## config.mk

```make
export PLATFORM = sky130hd
export DESIGN_NAME = puzzle_board
export DESIGN_NICKNAME = d
export VERILOG_FILES = /design/src/rtl/puzzle_pkg.sv /design/src/rtl/puzzle_board_btn_edge.sv /design/src/rtl/puzzle_board.sv
export SDC_FILE = /design/constraint.sdc
export NUM_CORES = 1
export LEC_CHECK = 0
export ABC_AREA = 1
export CORE_ASPECT_RATIO = 0.6
export CORE_MARGIN = 2
export CORE_UTILIZATION = 55
export CTS_BUF_LIST = sky130_fd_sc_hd__clkbuf_8
export DETAILED_ROUTE_END_ITERATION = 16
export HOLD_SLACK_MARGIN = 0.12
export MAX_ROUTING_LAYER = met4
export PLACE_DENSITY = 0.91
export SLEW_MARGIN = 20
export SYNTH_ARGS = -nofsm -noshare
export SYNTH_HDL_FRONTEND = slang
export SYNTH_SLANG_ARGS = --single-unit
```

## constraint.sdc

```tcl
create_clock -name clk_d -period 2.9 [get_ports clk_d]
set_input_delay 0.58 -clock clk_d [delete_from_list [all_inputs] [get_ports clk_d]]
set_output_delay 0.58 -clock clk_d [all_outputs]
set_load 0.005 [all_outputs]
```

## src/rtl/puzzle_pkg.sv

```systemverilog
// Shared constants for the 3x3 sliding puzzle: controller status codes,
// preset boards, the solved pattern and a small grid helper.
package puzzle_pkg;

    localparam logic [1:0] CHOSE_BOARD  = 2'b00;
    localparam logic [1:0] GAMING       = 2'b01;
    localparam logic [1:0] GAME_INITIAL = 2'b10;
    localparam logic [1:0] WINNED       = 2'b11;

    // Cell i occupies bits [4i+3:4i]; the hex digits read cell 8 down to cell 0.
    localparam logic [35:0] PRESET [4] = '{
        36'h807654321,   // 1 2 3 / 4 5 6 / 7 0 8
        36'h870654321,   // 1 2 3 / 4 5 6 / 0 7 8
        36'h857604321,   // 1 2 3 / 4 0 6 / 7 5 8
        36'h876543210    // 0 1 2 / 3 4 5 / 6 7 8
    };

    localparam logic [3:0] PRESET_BLANK [4] = '{4'd7, 4'd6, 4'd4, 4'd0};

    localparam logic [35:0] SOLVED = 36'h087654321;

    // Column (0..2) of a grid position 0..8.
    function automatic logic [1:0] col_of(input logic [3:0] pos);
        case (pos)
            4'd1, 4'd4, 4'd7: col_of = 2'd1;
            4'd2, 4'd5, 4'd8: col_of = 2'd2;
            default:          col_of = 2'd0;
        endcase
    endfunction

endpackage

```

## src/rtl/puzzle_board_btn_edge.sv

```systemverilog
// One-bit registered rising-edge detector for a debounced button level.
module btn_edge (
    input  logic clk_d,
    input  logic rst,
    input  logic btn,
    output logic rise
);

    logic prev;

    // History updates every cycle; the pulse is registered so it lags the rise by one edge.
    always_ff @(posedge clk_d) begin
        if (rst) begin
            prev <= 1'b0;
            rise <= 1'b0;
        end else begin
            prev <= btn;
            rise <= btn & ~prev;
        end
    end

endmodule

```

## src/rtl/puzzle_board.sv

```systemverilog
// Board engine: loads presets while a board is being chosen, applies
// single-button moves of the blank during play, and reports solved state.
module puzzle_board
    import puzzle_pkg::*;
(
    input  logic        clk_d,
    input  logic        rst,
    input  logic [1:0]  game_status,
    input  logic [1:0]  board_sel,
    input  logic        btn_up,
    input  logic        btn_down,
    input  logic        btn_left,
    input  logic        btn_right,
    output logic        active,
    output logic        win_flag,
    output logic [35:0] board_flat,
    output logic [3:0]  blank_pos
);

    logic [3:0] rise;     // {right, left, down, up}
    logic [3:0] target;
    logic       legal;
    logic       playing;
    logic       do_move;
    logic [5:0] tgt_lsb;
    logic [5:0] blank_lsb;

    btn_edge u_edge_up    (.clk_d(clk_d), .rst(rst), .btn(btn_up),    .rise(rise[0]));
    btn_edge u_edge_down  (.clk_d(clk_d), .rst(rst), .btn(btn_down),  .rise(rise[1]));
    btn_edge u_edge_left  (.clk_d(clk_d), .rst(rst), .btn(btn_left),  .rise(rise[2]));
    btn_edge u_edge_right (.clk_d(clk_d), .rst(rst), .btn(btn_right), .rise(rise[3]));

    // Decode a single edge into a target cell; multiple edges fall to the default and are ignored.
    always_comb begin
        target = blank_pos;
        legal  = 1'b0;
        case (rise)
            4'b0001: begin legal = (blank_pos >= 4'd3);          target = blank_pos - 4'd3; end
            4'b0010: begin legal = (blank_pos <= 4'd5);          target = blank_pos + 4'd3; end
            4'b0100: begin legal = (col_of(blank_pos) != 2'd0);  target = blank_pos - 4'd1; end
            4'b1000: begin legal = (col_of(blank_pos) != 2'd2);  target = blank_pos + 4'd1; end
            default: begin legal = 1'b0;                         target = blank_pos;        end
        endcase
        playing   = (game_status == GAMING) || (game_status == GAME_INITIAL);
        do_move   = playing && legal;
        tgt_lsb   = {target, 2'b00};
        blank_lsb = {blank_pos, 2'b00};
    end

    // Board, blank position, move pulse and solved flag registers.
    always_ff @(posedge clk_d) begin
        if (rst) begin
            board_flat <= PRESET[0];
            blank_pos  <= PRESET_BLANK[0];
            active     <= 1'b0;
            win_flag   <= 1'b0;
        end else begin
            active   <= 1'b0;
            win_flag <= (board_flat == SOLVED) && (game_status != CHOSE_BOARD);
            if (game_status == CHOSE_BOARD) begin
                board_flat <= PRESET[board_sel];
                blank_pos  <= PRESET_BLANK[board_sel];
            end else if (do_move) begin
                board_flat[tgt_lsb +: 4]   <= 4'd0;
                board_flat[blank_lsb +: 4] <= board_flat[tgt_lsb +: 4];
                blank_pos                  <= target;
                active                     <= 1'b1;
            end
        end
    end

endmodule

```

==> results.txt <==
Max Cap Viol -> 0
Gate count after technology mapping -> 593
Vias in the first global route -> 3,844
PwrDens -> 561 nW/um2
CTS tree -> built
Die footprint -> 7320 um2
Pin count of the biggest net entering global routing -> 18
Post-Syn Area per Cell -> 6.15 um2
Max_slew headroom -> 40.5%
Post-route ant nets -> 0
First-pass GRT wire length -> 20,800 um
Synth cell types -> 37
Layout cells sized above 1 -> 11.4%
Via count -> 4,209
Reg clk slew, reported paths -> 0.10 ns
Post-synth EDFFs -> 0
Synthesized cell area -> 3650 um2
Drt drc -> 0
Post-DP HPWL -> 10,500 um
Diodes inserted -> 0
Clock Tree Buf Depth -> 2
Period utilization -> 94.1%
Critical path type -> register to register
Slew Viols, Final -> 0
Nets -> 667
Register area share after synthesis -> 27.4%
Initial antenna violation count -> 0
Max IR drop VDD -> 372 uV
Most frequent cell after synthesis -> nand2_1
Outcome -> completed
Synth Register Bits -> 50
Area leader, netlist -> dfxtp_1
Top Ports -> 52
Per-cell routed wire length -> 18.2 um
First drt pass iteration count -> 9
# clock sinks -> 50
Vert. Die Dim -> 67.1 um
Setup TNS after final layout -> 0 ns
Area share of the largest cell type after synthesis -> 27.4%
Crit path required time -> 3.10 ns
CTS root buffer -> clkbuf_8
Clock skew -> 0.00741 ns
LEAKAGE -> 2.12 nW
Fin crit period -> 2.73 ns
Routed wire length -> 13,300 um
Latest clock arrival within the worst-skew pair -> 0.32 ns
Synthesis-to-layout area growth -> 19.6%
Syn nets -> 614
Setup-failing EPs final -> 0
Vias per cell -> 5.76
Total GRT Usage -> 39.9%
Rows -> 22
Crit. End Element -> register
Max Clk Rate -> 366 MHz
DIE WIDTH -> 109 um
Final hold vios -> 0
WP data arrival -> 2.93 ns
Unrepaired setup endpoints after global routing -> no
Core area -> 6250 um2
Hold Path Cell Cnt -> 1
Worst min path class -> register to register
RD Place Congestion -> 1.15
Top_reg_cell synth -> dfxtp_1
Critical Path Fanout Max -> 7
Yosys Warn Count -> 0
GRT Residual Overflow -> 0
Asr flop ratio synth -> 0%
Worst Tran Pin Value -> 0.884 ns
Initial core utilization -> 58.4%
Largest cells by area after synthesis -> dfxtp_1, nand2_1, nand3_1, inv_1, nor2_1
Htree depth -> 2
Reg2reg path depth -> 19
Starting DRT DRC Count -> 722
FILL cells -> 559
Commonest cells in the netlist -> nand2_1, inv_1, nand3_1
Port Buffer Count -> 51
Critical Path Source Type -> register
Cts bufs inserted -> 5
Total Power -> 0.00245 W
==> worst max-delay path, cell delays in order, from the launching register on <==
cell	delay [ns]
dfxtp_2	0.36
inv_1	0.07
nand2_1	0.14
nor2_4	0.07
fa_1	0.43
xnor2_1	0.15
nand2_1	0.09
nand3_2	0.08
nor2_4	0.22
inv_1	0.12
nand2_1	0.10
nand2_2	0.09
nor2_4	0.15
nand2_1	0.07
nand2_1	0.10
nand2_2	0.10
nor2_1	0.10
nand2_1	0.06
nand2_1	0.05
nand2_1	0.04
==> power breakdown <==
group / total, W / internal [W] / switching (W)
clock: 0.000529 / 0.000263 / 0.000266
sequential: 0.000781 / 0.000732 / 0.0000482
combinational: 0.00114 / 0.000366 / 0.000773
total: 0.00245 / 0.00136 / 0.00109
==> cells in the final DEF (no fill, tap or decap), types with 10 or more instances in the layout <==
cell and n:
nand2_1 182, inv_1 73, nand3_1 70, nor2_1 57, clkdlybuf4s50_1 51, dfxtp_1 47
a21oi_1 39, nand2_2 13, o21ai_0 13, buf_4 12, ha_1 10
==> flip-flops by register name, summed over array words and instances (netlist names) <==
signal and count:
u_edge_down.prev 1, win_flag 1, u_edge_left.rise 1, u_edge_right.prev 1, u_edge_up.rise 1, u_edge_left.prev 1, u_edge_right.rise 1, u_edge_up.prev 1
board_flat 36, active 1, u_edge_down.rise 1, blank_pos 4
==> final cells by class <==
type	count	area (um2)	share of cell area [%]
clock buffers	5	68.8	1.58
clock inverters	3	48.8	1.12
inverters	83	318	7.28
multi-input cells	443	2220	50.8
flip-flops and latches	50	1000	23.0
well taps	84	105	2.41
repair buffers	63	601	13.8
==> metrics by stage <==
step	instance area, um2	util (%)	hold WS [ns]	std cells	worst slack [ns]
6_report	4360	69.8	0.386	731	0.171
3_3_place_gp	4220	67.5	0.377	722	0.132
5_1_grt	4360	69.8	0.395	731	0.0302
4_1_cts	4330	69.4	0.393	730	0.140
3_5_place_dp	4220	67.5	0.378	722	0.143
2_1_floorplan	3650	-	0.373	593	0.236
==> per-layer routing <==
metal / vias to the layer above / global-route usage, % / share of wire (%) / wire length [um]
met5: - / - / 0 / 0
met4: 0 / 6.25 / 1.1 / 142
met3: 25 / 18.9 / 18 / 2430
met2: 331 / 51.6 / 37 / 4870
met1: 1870 / 56.2 / 44 / 5890
li1: 1983 / - / - / -
==> cells by family (layout without fill, tap and decap cells) <==
family / Yosys count / after routing / synth area share [%]
xor gates and xnor gates: 1 / 1 / 0.240
adders and majority gates: 11 / 11 / 3.98
AOI/OAI and AO/OA: 59 / 59 / 8.51
DFF: 50 / 50 / 27.4
and+or+nand+nor: 372 / 372 / 47.7
buffers and inverters: 100 / 154 / 12.2
==> path summary, 6_finish.rpt <==
kind	startpoint	to	slack (ns)
hold reg to reg	u_edge_left.prev$_SDFF_PP0_	u_edge_left.rise$_SDFF_PP0_	0.39
setup reg to reg	u_edge_down.rise$_SDFF_PP0_	board_flat[5]$_SDFFE_PP1P_	0.17
setup / recovery	u_edge_down.rise$_SDFF_PP0_	board_flat[5]$_SDFFE_PP1P_	0.17
hold / removal	u_edge_left.prev$_SDFF_PP0_	u_edge_left.rise$_SDFF_PP0_	0.39
==> repair_timing <==
item,in CTS,in global routing
hold buffers,0,0
buffers inserted,0,1
resized for setup,0,9
endpoints found under the setup margin,0,28
Power figures use the tool's default switching activity.
